--- config.mk ---
export PLATFORM = sky130hd
export DESIGN_NAME = uart_cmd_parser
export DESIGN_NICKNAME = d
export VERILOG_FILES = /design/src/rtl/blastit_pkg.sv /design/src/rtl/uart_cmd_parser.sv
export SDC_FILE = /design/constraint.sdc
export NUM_CORES = 1
export LEC_CHECK = 0
export ABC_AREA = 1
export ABC_CLOCK_PERIOD_IN_PS = 2400
export BUFFER_PORTS_ARGS = -buffer_cell sky130_fd_sc_hd__buf_2
export CAP_MARGIN = 20
export CORE_AREA = 10 10 85 87
export DETAILED_ROUTE_END_ITERATION = 8
export DIE_AREA = 0 0 95 97
export GPL_TIMING_DRIVEN = 0
export PLACE_DENSITY = 0.84
export SETUP_SLACK_MARGIN = 0.15
export SYNTH_ARGS = -nofsm -noshare
export SYNTH_HDL_FRONTEND = slang
export SYNTH_SLANG_ARGS = --single-unit
--- constraint.sdc ---
create_clock -name clk -period 2.4 [get_ports clk]
set_input_delay 0.36 -clock clk [delete_from_list [all_inputs] [get_ports clk]]
set_output_delay 0.36 -clock clk [all_outputs]
set_load 0.05 [all_outputs]
--- src/rtl/blastit_pkg.sv ---
// Shared blastit definitions: command framing constants and the command
// parser state type.
package blastit_pkg;

    localparam logic [7:0]  CMD_SOF       = 8'hA5;
    localparam logic [7:0]  RSP_ACK       = 8'h06;
    localparam logic [7:0]  RSP_NAK       = 8'h15;
    localparam int unsigned CMD_FRAME_LEN = 5;

    typedef enum logic [2:0] {
        ST_IDLE,
        ST_ADDR,
        ST_DHI,
        ST_DLO,
        ST_CSUM,
        ST_RESP
    } cmd_state_t;

endpackage

--- src/rtl/uart_cmd_parser.sv ---
// Decodes 5-byte register-write commands from the uart RX FIFO, verifies the
// XOR checksum and answers ACK/NAK. Optional inter-byte timeout: UART_CMD_TIMEOUT_EN.
module uart_cmd_parser
    import blastit_pkg::*;
#(
    parameter int ADDR_W      = 4,
    parameter int NUM_REGS    = 12,
    parameter int TIMEOUT_CYC = 2_500_000
) (
    input  logic              clk,
    input  logic              reset,
    input  logic              rx_empty,
    input  logic [7:0]        r_data,
    output logic              rd_uart,
    input  logic              tx_full,
    output logic [7:0]        w_data,
    output logic              wr_uart,
    output logic              reg_we,
    output logic [ADDR_W-1:0] reg_addr,
    output logic [15:0]       reg_wdata,
    output logic [7:0]        err_cnt
);

    cmd_state_t state, state_nxt;
    logic [7:0] addr_q, dhi_q, dlo_q, csum_q, rsp_q;
    logic       frame_ok;
    logic       tmo_hit;
    logic       in_frame;

    assign in_frame = (state == ST_ADDR) || (state == ST_DHI) ||
                      (state == ST_DLO)  || (state == ST_CSUM);

    // csum_q already holds ADDR ^ DHI ^ DLO when the checksum byte is at the head
    assign frame_ok = (r_data == csum_q) &&
                      ((addr_q >> ADDR_W) == 8'd0) &&
                      ({24'd0, addr_q} < 32'(NUM_REGS));

    assign w_data = rsp_q;

`ifdef UART_CMD_TIMEOUT_EN
    localparam int CNT_W = $clog2(TIMEOUT_CYC + 1);
    logic [CNT_W-1:0] tmo_cnt;

    always_ff @(posedge clk or posedge reset) begin
        if (reset) begin
            tmo_cnt <= '0;
        end else if (rd_uart || !in_frame) begin
            tmo_cnt <= '0;
        end else begin
            tmo_cnt <= tmo_cnt + 1'b1;
        end
    end

    assign tmo_hit = in_frame && rx_empty && (tmo_cnt == CNT_W'(TIMEOUT_CYC - 1));
`else
    logic unused_tmo;
    assign unused_tmo = ^TIMEOUT_CYC;
    assign tmo_hit    = 1'b0;
`endif

    always_ff @(posedge clk or posedge reset) begin
        if (reset) begin
            state <= ST_IDLE;
        end else begin
            state <= state_nxt;
        end
    end

    always_comb begin
        state_nxt = state;
        rd_uart   = 1'b0;
        wr_uart   = 1'b0;
        case (state)
            ST_IDLE: begin
                rd_uart = ~rx_empty;
                if (rd_uart && (r_data == CMD_SOF)) state_nxt = ST_ADDR;
            end
            ST_ADDR: begin
                rd_uart = ~rx_empty;
                if (rd_uart)      state_nxt = ST_DHI;
                else if (tmo_hit) state_nxt = ST_IDLE;
            end
            ST_DHI: begin
                rd_uart = ~rx_empty;
                if (rd_uart)      state_nxt = ST_DLO;
                else if (tmo_hit) state_nxt = ST_IDLE;
            end
            ST_DLO: begin
                rd_uart = ~rx_empty;
                if (rd_uart)      state_nxt = ST_CSUM;
                else if (tmo_hit) state_nxt = ST_IDLE;
            end
            ST_CSUM: begin
                rd_uart = ~rx_empty;
                if (rd_uart)      state_nxt = ST_RESP;
                else if (tmo_hit) state_nxt = ST_IDLE;
            end
            ST_RESP: begin
                wr_uart = ~tx_full;
                if (wr_uart) state_nxt = ST_IDLE;
            end
            default: state_nxt = ST_IDLE;
        endcase
        if (reset) begin
            rd_uart = 1'b0;
            wr_uart = 1'b0;
        end
    end

    always_ff @(posedge clk or posedge reset) begin
        if (reset) begin
            addr_q    <= '0;
            dhi_q     <= '0;
            dlo_q     <= '0;
            csum_q    <= '0;
            rsp_q     <= '0;
            reg_we    <= 1'b0;
            reg_addr  <= '0;
            reg_wdata <= '0;
            err_cnt   <= '0;
        end else begin
            reg_we <= 1'b0;
            if (rd_uart) begin
                case (state)
                    ST_ADDR: begin
                        addr_q <= r_data;
                        csum_q <= r_data;
                    end
                    ST_DHI: begin
                        dhi_q  <= r_data;
                        csum_q <= csum_q ^ r_data;
                    end
                    ST_DLO: begin
                        dlo_q  <= r_data;
                        csum_q <= csum_q ^ r_data;
                    end
                    ST_CSUM: begin
                        if (frame_ok) begin
                            reg_we    <= 1'b1;
                            reg_addr  <= addr_q[ADDR_W-1:0];
                            reg_wdata <= {dhi_q, dlo_q};
                            rsp_q     <= RSP_ACK;
                        end else begin
                            rsp_q <= RSP_NAK;
                            if (err_cnt != '1) err_cnt <= err_cnt + 8'd1;
                        end
                    end
                    default: ;
                endcase
            end else if (tmo_hit && (err_cnt != '1)) begin
                err_cnt <= err_cnt + 8'd1;
            end
        end
    end

endmodule

==> results of run 1 <==
state kept, by name (all words and copies together) (netlist names):
signal and count:
reg_wdata 16, state 3, reg_addr 4, dhi_q 8, csum_q 8, reg_we 1
err_cnt 8, dlo_q 8, w_data 3, addr_q 8
synthesized netlist by cell type (2+ instances only):
cell type                    n  share of area [%]
sky130_fd_sc_hd__buf_6       2               0.74
sky130_fd_sc_hd__nor2_4      2               0.74
sky130_fd_sc_hd__buf_2       6               0.98
sky130_fd_sc_hd__nand3_2     3               0.98
sky130_fd_sc_hd__nor2_2      3               0.61
sky130_fd_sc_hd__inv_2       4               0.49
sky130_fd_sc_hd__nor2_1     16                2.0
sky130_fd_sc_hd__inv_1      27                3.3
sky130_fd_sc_hd__nand4_1    10                2.0
sky130_fd_sc_hd__a21oi_1     2               0.33
sky130_fd_sc_hd__xor2_1      4                1.1
sky130_fd_sc_hd__o21ai_0    30                4.9
sky130_fd_sc_hd__xnor2_1    10                2.9
sky130_fd_sc_hd__nor3_1      2               0.33
sky130_fd_sc_hd__nand3_1     6               0.98
sky130_fd_sc_hd__clkbuf_1    2               0.25
sky130_fd_sc_hd__nand2_1   154                 19
sky130_fd_sc_hd__buf_4       5                1.2
sky130_fd_sc_hd__dfrtp_1    67                 55
report_power, final:
group | switching [mW] | internal [mW]
registers | 0.207 | 1.44
logic | 0.657 | 0.336
clock network | 0.430 | 0.428
routing by layer:
| layer | part of all wire (%) | GRT usage (%) |
|---|---|---|
| met5 | 0 | 0 |
| met3 | 8.0 | 5.78 |
| met4 | 1.9 | 6.98 |
| met1 | 41 | 18.0 |
| met2 | 49 | 24.8 |
cell families after synthesis:
kind of cell	Yosys count	synth area share (%)
AOI/OAI and AO/OA	33	5.49
xor gates and xnor gates	14	4.01
adders and majority gates	1	0.410
buffers and inverters	46	7.01
DFF	67	54.9
other	1	0.123
and+or+nand+nor	200	28.1
how the worst max path moves through the flow:
stage | start | to | slack [ns]
global placement | reset | reg_wdata[11]$_DFFE_PP0P_ | -0.45
floorplan | state[0]$_DFFE_PP0P_ | wr_uart | 0.32
CTS | state[0]$_DFFE_PP0P_ | wr_uart | 0.53
finish | state[0]$_DFFE_PP0P_ | wr_uart | 0.53
detailed placement | r_data[0] | err_cnt[7]$_DFFE_PP0P_ | 0.67
global route | state[0]$_DFFE_PP0P_ | wr_uart | 0.36
stage by stage:
stage / total power [mW] / cells
2_1_floorplan: 2.40 / 365
3_3_place_gp: 2.58 / 483
3_5_place_dp: 2.65 / 484
4_1_cts: 3.51 / 500
5_1_grt: 3.75 / 500
6_report: 3.50 / 500
worst max-delay path, delay by kind of cell (launching register included):
family | cells | cell delay (ns)
buf+inv | 2 | 0.39
flops | 1 | 0.37
simple gates | 3 | 0.41
final cells by class:
type	instances	area, um2
multi-input cells	252	1170
flip-flops and latches	67	1680
repair buffers	47	250
well taps	72	90.1
clock buffers	12	155
fillers	453	1890
plain buffers	15	97.6
clock inverters	4	25.0
inverters	31	116
layout by cell type (no fill, tap or decap), types with 6 or more instances in the layout:
cell type	count
sky130_fd_sc_hd__o21ai_0	30
sky130_fd_sc_hd__dfrtp_1	67
sky130_fd_sc_hd__xnor2_1	10
sky130_fd_sc_hd__clkbuf_8	11
sky130_fd_sc_hd__inv_1	26
sky130_fd_sc_hd__buf_2	52
sky130_fd_sc_hd__nand4_1	10
sky130_fd_sc_hd__nand3_1	6
sky130_fd_sc_hd__nand2_1	154
sky130_fd_sc_hd__nor2_1	16
==> summary.log, run 1 <==
[run_status] run status complete, no violations
[floorplanning] DIE HEIGHT 97 um
[yosys] post-synthesis instance area 3050 um2
[yosys] Most used DFF post-synth sky130_fd_sc_hd__dfrtp_1
[hold_path] hold crit path type primary input to async pin
[drt] post-route DRC violation count 0
[timing] Tightest Pin Transition 0.518 ns
[global_routing] maximum number of pins on one net before global-route repair 46
[setup_path] CP Cell Sequence inv_1 -> nor2_1 -> nand2_1 -> nor3_1 -> buf_2
[floorplanning] core box area 5470 um2
[clock_tree] Max H-tree Level 3
[cells_and_area] Core Util, Final 65.5%
[yosys] Mapped Avg Cell Area 8.44 um2
[clock_tree] clock slew seen by the registers of the worst setup and hold paths 0.07 ns
[power_and_ir_drop] IR Drop Worst-Case VDD 0.467 mV
[setup_path] depth of the worst register-to-register path 7
[drt] Vias/cell 5.11
[clock_tree] clock net sink count 67
[drt] total vias in the final route 2557
[timing] worst setup slack after layout 0.531 ns
[timing] Min Clock Period, post-route 1.87 ns
[setup_path] Worst R2R End err_cnt[7]$_DFFE_PP0P_
[timing] setup repair after global routing missed its margin false
[setup_path] startpoint kind of the worst setup timing path flip-flop
[timing] Hold WS 0.0833 ns
[timing] f_max 0.535 GHz
[timing] part of the cycle the worst path needs 77.9%
[setup_path] Reg2Reg Setup Slack 0.68 ns
[timing] max-slew violation total from the final report 0
[setup_path] delay of the slowest critical-path stage 0.37 ns
[timing] post-route setup TNS 0 ns
[clock_tree] clock tree from TritonCTS yes
[yosys] cells after synthesis 362
[drt] antenna-violating nets left 0
[drt] drt initial violations 118
[cells_and_area] ant diodes 0
[drt] DRT Pass-1 Iters 5
[floorplanning] site row count 27
[floorplanning] area of the die 9220 um2
[clock_tree] CTS Hold Bufs 0
[yosys] synthesized flop and latch total 67
[clock_tree] Root Buffer Master sky130_fd_sc_hd__clkbuf_8
[global_routing] via count of the first global-routing pass 2478
[yosys] Async S/R FF share, synth 100%
[floorplanning] width of the chip 95 um
[yosys] total of warnings raised by yosys 0
[cells_and_area] design area 3590 um2
[clock_tree] maximum clock path buffer count 2
[cells_and_area] synth-to-layout area growth 17.4%
[global_routing] total gr overflow 0
[placed_design] dpl hpwl 5020 um
[global_routing] antenna violations before repair 0
[placed_design] last weighted congestion value of the routability-driven placer 0.840
[drt] average routed wire per standard cell 13.7 um
[yosys] Seq/Total Area, Yosys 54.9%
[setup_path] data arrival at the endpoint of the critical path 1.51 ns
[drt] Final Routed Wirelength 6830 um
[setup_path] Worst EP required 2.04 ns
[placed_design] input/output buffers 46
[floorplanning] starting density of the core 55.8%
[clock_tree] Clock Latency Late Sink 0.34 ns
[power_and_ir_drop] leakage power of the design 2.03 nW
[timing] post-route clock skew 0.00386 ns
[clock_tree] post-CTS setup buffer count 0
[timing] worst slew margin relative to its limit 65.4%
[clock_tree] number of instances resized during post-cts repair 0
[setup_path] critical path class flip-flop to output pin
[floorplanning] Top Ports 51
[global_routing] first-pass GRT wire length 11500 um
[job] total of max-cap violations 0
[cells_and_area] share of post-route cells with drive strength above 1 21.3%
[yosys] number of flops mapped to enable cells by yosys 0
[power_and_ir_drop] power density over the cells 975 nW/um2
[setup_path] endpoint kind of the worst setup timing path output pin
[clock_tree] number of buffers created by CTS 9
[yosys] distinct cell type count of the synthesized netlist 26
[setup_path] slowest stage cell on the critical path sky130_fd_sc_hd__dfrtp_1
[cells_and_area] final net count 436
[global_routing] global-route usage over all layers 15.5%
[setup_path] critical path fanouts, max 5
[placed_design] post-placement cell area 3410 um2
[setup_path] source of the worst register-to-register timing path err_cnt[0]$_DFFE_PP0P_
[placed_design] setup slack after placement 0.673 ns
[timing] Final Hold Violating Endpoints 0
[timing] Final setup violation count 0
Power figures use the tool's default switching activity.
==> run 2, diff against run 1 <==
Settings changed: ABC_CLOCK_PERIOD_IN_PS 2400 to 1900.
Clock period 2.4 ns to 1.9 ns, I/O delays scaled along.
==> run 2 against run 1 <==
  * Critical path depth unchanged
  * Combinational power increased by 26%
  * Flip-flop and latch count unchanged
  * Routed wire length increased by 0.72%
  * Largest power group unchanged
==> summary.log, run 2 (same netlist as run 1, synthesis figures left out) <==
[clock_tree] number of instances resized during post-cts repair 2 [+2]
[timing] part of the cycle the worst path needs 91.1%
[placed_design] last weighted congestion value of the routability-driven placer 0.888 [+5.7%]
[placed_design] number of placed instances with taps included 484 [unchanged]
[setup_path] source of the worst register-to-register timing path err_cnt[0]$_DFFE_PP0P_
[global_routing] global-route usage over all layers 15.9% [+0.38 points]
[setup_path] endpoint kind of the worst setup timing path output pin
[drt] drt initial violations 129 [+9.3%]
[floorplanning] DIE HEIGHT 97 um [unchanged]
[drt] Final Routed Wirelength 6880 um [+0.72%]
[clock_tree] clock tree from TritonCTS yes
[setup_path] critical path's top delay family simple AND/OR/NAND/NOR gates
[cells_and_area] ant diodes 0 [unchanged]
[floorplanning] site row count 27 [unchanged]
[timing] f_max 0.578 GHz
[run_status] run status complete, no violations
[global_routing] first-pass GRT wire length 11800 um [+2.3%]
[timing] max-slew violation total from the final report 0 [unchanged]
[drt] total vias in the final route 2506 [-2.0%]
[setup_path] CP Cell Sequence inv_1 -> nor2_2 -> nand2_1 -> nor3_2 -> buf_6
[placed_design] setup slack after placement 0.225 ns [-0.448 ns]
[setup_path] slowest stage cell on the critical path sky130_fd_sc_hd__dfrtp_1
[power_and_ir_drop] power density over the cells 1250 nW/um2 [+28%]
[timing] post-route setup TNS 0 ns [unchanged]
[timing] worst slew margin relative to its limit 53.9% [-12 points]
[cells_and_area] synth-to-layout area growth 19.0%
[global_routing] antenna violations before repair 0 [unchanged]
[setup_path] logic depth of the worst path, buffers included 5 [unchanged]
[setup_path] Reg2Reg Setup Slack 0.31 ns [-0.37 ns]
[global_routing] via count of the first global-routing pass 2533 [+2.2%]
[clock_tree] clock net sink count 67 [unchanged]
[setup_path] startpoint kind of the worst setup timing path flip-flop
[timing] setup repair after global routing missed its margin true
[setup_path] critical path fanouts, max 5 [unchanged]
[timing] Min Clock Period, post-route 1.73 ns
[setup_path] data arrival at the endpoint of the critical path 1.45 ns [-0.06 ns]
[clock_tree] maximum clock path buffer count 2 [unchanged]
[cells_and_area] highest-count cells in the layout ignoring fill and taps 154 x sky130_fd_sc_hd__nand2_1, 65 x sky130_fd_sc_hd__dfrtp_1, 50 x sky130_fd_sc_hd__buf_2, 30 x sky130_fd_sc_hd__o21ai_0, 26 x sky130_fd_sc_hd__inv_1
[placed_design] dpl hpwl 4990 um [-0.68%]
[floorplanning] area of the die 9220 um2 [unchanged]
[setup_path] Worst R2R End err_cnt[6]$_DFFE_PP0P_
[global_routing] maximum number of pins on one net before global-route repair 38 [-17%]
[clock_tree] CTS Hold Bufs 0 [unchanged]
[floorplanning] width of the chip 95 um [unchanged]
[drt] post-route DRC violation count 0 [unchanged]
[job] total of max-cap violations 0 [unchanged]
[setup_path] Worst EP required 1.62 ns [-0.42 ns]
[floorplanning] Top Ports 51 [unchanged]
[clock_tree] clock slew seen by the registers of the worst setup and hold paths 0.07 ns [about the same]
[drt] Vias/cell 5.01 [-2.0%]
[clock_tree] post-CTS setup buffer count 0 [unchanged]
[drt] average routed wire per standard cell 13.8 um [+0.72%]
[clock_tree] Clock Latency Late Sink 0.35 ns [about the same]
[cells_and_area] share of post-route cells with drive strength above 1 22.7% [+1.4 points]
[hold_path] hold crit path type primary input to async pin
[setup_path] critical path class flip-flop to output pin
[cells_and_area] fin cells 500 [unchanged]
[cells_and_area] most common cell after layout, fill and taps aside sky130_fd_sc_hd__nand2_1
[global_routing] total gr overflow 0 [unchanged]
[drt] antenna-violating nets left 0 [unchanged]
[placed_design] input/output buffers 46 [unchanged]
[floorplanning] core box area 5470 um2 [unchanged]
[timing] post-route clock skew 0.00984 ns [+0.00598 ns]
[power_and_ir_drop] leakage power of the design 2.04 nW [+0.42%]
[timing] Final Hold Violating Endpoints 0 [unchanged]
[clock_tree] Root Buffer Master sky130_fd_sc_hd__clkbuf_8
[timing] worst setup slack after layout 0.169 ns [-0.363 ns]
[cells_and_area] final net count 436 [unchanged]
[drt] DRT Pass-1 Iters 4 [-1]
[setup_path] depth of the worst register-to-register path 7 [unchanged]
[setup_path] Buf/Inv on CP 2 [unchanged]
[cells_and_area] max reg flops 16 [unchanged]
[floorplanning] starting density of the core 55.8% [unchanged]
[clock_tree] number of buffers created by CTS 9 [unchanged]
[clock_tree] Max H-tree Level 3 [unchanged]
[setup_path] delay of the slowest critical-path stage 0.39 ns [+0.02 ns]
[power_and_ir_drop] IR Drop Worst-Case VDD 0.627 mV [+34%]
[timing] Final setup violation count 0 [unchanged]
[cells_and_area] register containing the most flip-flops in the final layout reg_wdata
[timing] Tightest Pin Transition 0.691 ns [+0.173 ns]
==> run 2: power breakdown <==
part | total (mW) | switching (mW) | internal [mW]
clock network | 1.19 | 0.552 | 0.641
registers | 2.09 | 0.266 | 1.82
logic | 1.25 | 0.825 | 0.428
==> run 2: worst register-to-register path, delay by kind of cell (launching register included) <==
kind | cells | cell delay, ns
adder cells (fa/ha/maj) | 1 | 0.22
flip-flops | 1 | 0.41
AND/OR/NAND/NOR | 6 | 0.89
==> run 2: through the flow <==
stage,utilization (%),hold slack [ns],cell area [um2],total power [mW]
6_report,66.4,0.0833,3640,4.53
5_1_grt,66.4,0.141,3640,4.83
4_1_cts,66.2,0.108,3620,4.54
3_5_place_dp,62.4,0.456,3420,3.35
3_3_place_gp,62.1,0.451,3400,3.27
2_1_floorplan,-,0.435,3080,3.04
==> run 2: per-layer routing <==
metal | share of wire, % | global-route usage [%] | up-vias
met3 | 6.0 | 2.78 | 15
met4 | 1.8 | 7.55 | 0
li1 | - | - | 1252
met5 | 0 | 0 | -
met1 | 43 | 20.3 | 1171
met2 | 49 | 25.3 | 68
==> run 2: worst max-delay path by stage <==
stage,start,endpoint
2_1_floorplan,state[1]$_DFFE_PP0P_,rd_uart
3_3_place_gp,reset,err_cnt[0]$_DFFE_PP0P_
3_5_place_dp,err_cnt[0]$_DFFE_PP0P_,err_cnt[7]$_DFFE_PP0P_
4_1_cts,state[1]$_DFFE_PP0P_,rd_uart
5_1_grt,state[1]$_DFFE_PP0P_,rd_uart
6_report,state[0]$_DFFE_PP0P_,wr_uart
==> run 2: area by class of cell <==
| class | count | area (um2) |
|---|---|---|
| clock buffer | 10 | 138 |
| sequential | 67 | 1680 |
| timing repair buffer | 47 | 259 |
| buffer | 15 | 97.6 |
| fill | 451 | 1840 |
| inverter | 31 | 120 |
| clock inverter | 6 | 65.1 |
| tap | 72 | 90.1 |
| multi-input combinational | 252 | 1190 |
==> run 3, diff against run 2 <==
Settings changed: CORE_AREA 10 10 85 87 to 10 10 84 86, CTS_BUF_LIST set to sky130_fd_sc_hd__clkbuf_8, DIE_AREA 0 0 95 97 to 0 0 94 96, PLACE_DENSITY 0.84 to 0.86.
==> run 3 against run 2 <==
  * Clock-buffer cell count stayed put
  * Register-to-register slack hardly changed
  * Design area is 0.14% higher
  * Sequential share of layout area is 0.063 points lower
  * Total power is 0.58% higher
  * Via count is 0.84% higher
  * First-iteration DRC count is 74% higher
  * Critical path type unchanged
==> summary.log, run 3 (same netlist as run 1, synthesis figures left out) <==
[setup_path] startpoint kind of the worst setup timing path flip-flop
[global_routing] via count of the first global-routing pass 2485 [-1.9%]
[clock_tree] clock tree from TritonCTS yes
[global_routing] global-route usage over all layers 16.2% [+0.31 points]
[cells_and_area] share of post-route cells with drive strength above 1 22.9% [+0.23 points]
[power_and_ir_drop] leakage power of the design 2.04 nW [about the same]
[placed_design] post-placement cell area 3420 um2 [unchanged]
[drt] antenna-violating nets left 0 [unchanged]
[floorplanning] site row count 27 [unchanged]
[setup_path] Worst EP required 1.62 ns [about the same]
[timing] f_max 0.575 GHz [-0.47%]
[clock_tree] CTS Hold Bufs 0 [unchanged]
[timing] Tightest Pin Transition 0.534 ns [-0.156 ns]
[clock_tree] number of buffers created by CTS 9 [unchanged]
[clock_tree] maximum clock path buffer count 2 [unchanged]
[floorplanning] width of the chip 94 um [-1.1%]
[clock_tree] clock net sink count 67 [unchanged]
[floorplanning] area of the die 9020 um2 [-2.1%]
[drt] DRT Pass-1 Iters 4 [unchanged]
[timing] worst slew margin relative to its limit 64.3% [+10 points]
[clock_tree] clock slew seen by the registers of the worst setup and hold paths 0.07 ns [about the same]
[timing] Hold WS 0.0255 ns [-0.0579 ns]
[timing] max-slew violation total from the final report 0 [unchanged]
[placed_design] input/output buffers 46 [unchanged]
[clock_tree] Max H-tree Level 3 [unchanged]
[setup_path] data arrival at the endpoint of the critical path 1.45 ns [about the same]
[placed_design] number of placed instances with taps included 484 [unchanged]
[setup_path] critical path fanouts, max 5 [unchanged]
[cells_and_area] highest-count cells in the layout ignoring fill and taps 154 x sky130_fd_sc_hd__nand2_1, 65 x sky130_fd_sc_hd__dfrtp_1, 50 x sky130_fd_sc_hd__buf_2, 30 x sky130_fd_sc_hd__o21ai_0, 25 x sky130_fd_sc_hd__inv_1
[timing] post-route setup TNS 0 ns [unchanged]
[drt] Final Routed Wirelength 6850 um [-0.42%]
[global_routing] total gr overflow 0 [unchanged]
[cells_and_area] register containing the most flip-flops in the final layout reg_wdata
[global_routing] antenna violations before repair 0 [unchanged]
[power_and_ir_drop] power density over the cells 1250 nW/um2 [+0.44%]
[floorplanning] starting density of the core 56.5% [+0.70 points]
[drt] drt initial violations 225 [+74%]
[drt] average routed wire per standard cell 13.7 um [-0.42%]
[timing] Final Hold Violating Endpoints 0 [unchanged]
[timing] setup repair after global routing missed its margin true
[floorplanning] core box area 5410 um2 [-1.2%]
[cells_and_area] synth-to-layout area growth 19.2%
[job] total of max-cap violations 0 [unchanged]
[timing] part of the cycle the worst path needs 91.6% [+0.43 points]
[cells_and_area] most common cell after layout, fill and taps aside sky130_fd_sc_hd__nand2_1
[power_and_ir_drop] IR Drop Worst-Case VDD 0.802 mV [+28%]
[cells_and_area] max reg flops 16 [unchanged]
[placed_design] dpl hpwl 4950 um [-0.62%]
[run_status] run status complete, no violations
[cells_and_area] final net count 436 [unchanged]
[clock_tree] Root Buffer Master sky130_fd_sc_hd__clkbuf_8
[placed_design] last weighted congestion value of the routability-driven placer 0.902 [+1.6%]
[floorplanning] DIE HEIGHT 96 um [-1.0%]
[clock_tree] Clock Latency Late Sink 0.34 ns [about the same]
[setup_path] critical path class flip-flop to output pin
[drt] Vias/cell 5.05 [+0.84%]
[floorplanning] Top Ports 51 [unchanged]
[cells_and_area] design area 3640 um2 [+0.14%]
[timing] post-route clock skew 0.00639 ns [-0.00345 ns]
[hold_path] hold crit path type primary input to async pin
[cells_and_area] fin cells 500 [unchanged]
[drt] total vias in the final route 2527 [+0.84%]
[global_routing] first-pass GRT wire length 11700 um [-0.64%]
[timing] Final setup violation count 0 [unchanged]
[timing] Min Clock Period, post-route 1.74 ns [+0.00813 ns]
[cells_and_area] ant diodes 0 [unchanged]
[global_routing] maximum number of pins on one net before global-route repair 45 [+18%]
[setup_path] endpoint kind of the worst setup timing path output pin
[drt] post-route DRC violation count 0 [unchanged]
## run 3: cell types whose count changed in the layout (fill, tap and decap cells not counted)
cell / previous run / this run
sky130_fd_sc_hd__inv_2: 4 / 5
sky130_fd_sc_hd__nor2_4: 2 / 3
sky130_fd_sc_hd__nor2_2: 4 / 3
sky130_fd_sc_hd__buf_4: 5 / 6
sky130_fd_sc_hd__inv_1: 26 / 25
sky130_fd_sc_hd__clkbuf_4: 1 / 0
## run 3: per-layer routing
metal | vias to the layer above | GRT usage [%] | wire [um]
met4 | 0 | 6.71 | 176
met1 | 1191 | 20.0 | 2880
met3 | 18 | 4.90 | 425
met2 | 73 | 26.2 | 3370
met5 | - | 0 | 0
li1 | 1245 | - | -
## run 3: power by group
group	switching (mW)	internal (mW)
clock	0.541	0.641
combinational	0.847	0.433
sequential	0.276	1.82
## run 3: path summary, 6_finish.rpt
path / start / to / slack (ns) / depth (start not counted)
worst min-delay path: reset / state[1]$_DFFE_PP0P_ / 0.03 / 2
worst min register to register: dlo_q[1]$_DFFE_PP0P_ / reg_wdata[1]$_DFFE_PP0P_ / 0.47 / 2
max in group asynchronous: reset / reg_we$_DFF_PP0_ / 1.30 / 3
min in group clk: r_data[4] / dlo_q[4]$_DFFE_PP0P_ / 0.30 / 3
worst max-delay path: state[1]$_DFFE_PP0P_ / rd_uart / 0.16 / 4
worst max register to register: state[2]$_DFFE_PP0P_ / dlo_q[3]$_DFFE_PP0P_ / 0.30 / 5
## run 3: layout make-up
type	instances	area, um2
Tap cell	72	90.1
Multi-Input combinational cell	252	1190
Timing Repair Buffer	47	259
Buffer	15	97.6
Fill cell	435	1760
Clock buffer	10	138
Sequential cell	67	1680
Inverter	31	120
Clock inverter	6	65.1
## run 3: timing repair
action / in CTS / in global routing
setup endpoints to repair: 1 / 10
gates cloned: 0 / 0
gates resized for setup: 2 / 6
setup buffers: 0 / 0
## run 3: worst max-delay path, stage by stage (launching register included)
cell,delay (ns)
sky130_fd_sc_hd__dfrtp_1,0.45
sky130_fd_sc_hd__nor2_2,0.19
sky130_fd_sc_hd__inv_1,0.08
sky130_fd_sc_hd__a21oi_1,0.17
sky130_fd_sc_hd__buf_4,0.23
## run 3: metrics by stage
| step | power [mW] | util (%) | worst slack [ns] |
|---|---|---|---|
| floorplan | 3.04 | - | 0.251 |
| global placement | 3.27 | 62.8 | 0.288 |
| detailed placement | 3.36 | 63.2 | 0.257 |
| CTS | 4.56 | 67.1 | 0.146 |
| global route | 4.88 | 67.4 | 0.0937 |
| finish | 4.56 | 67.4 | 0.160 |
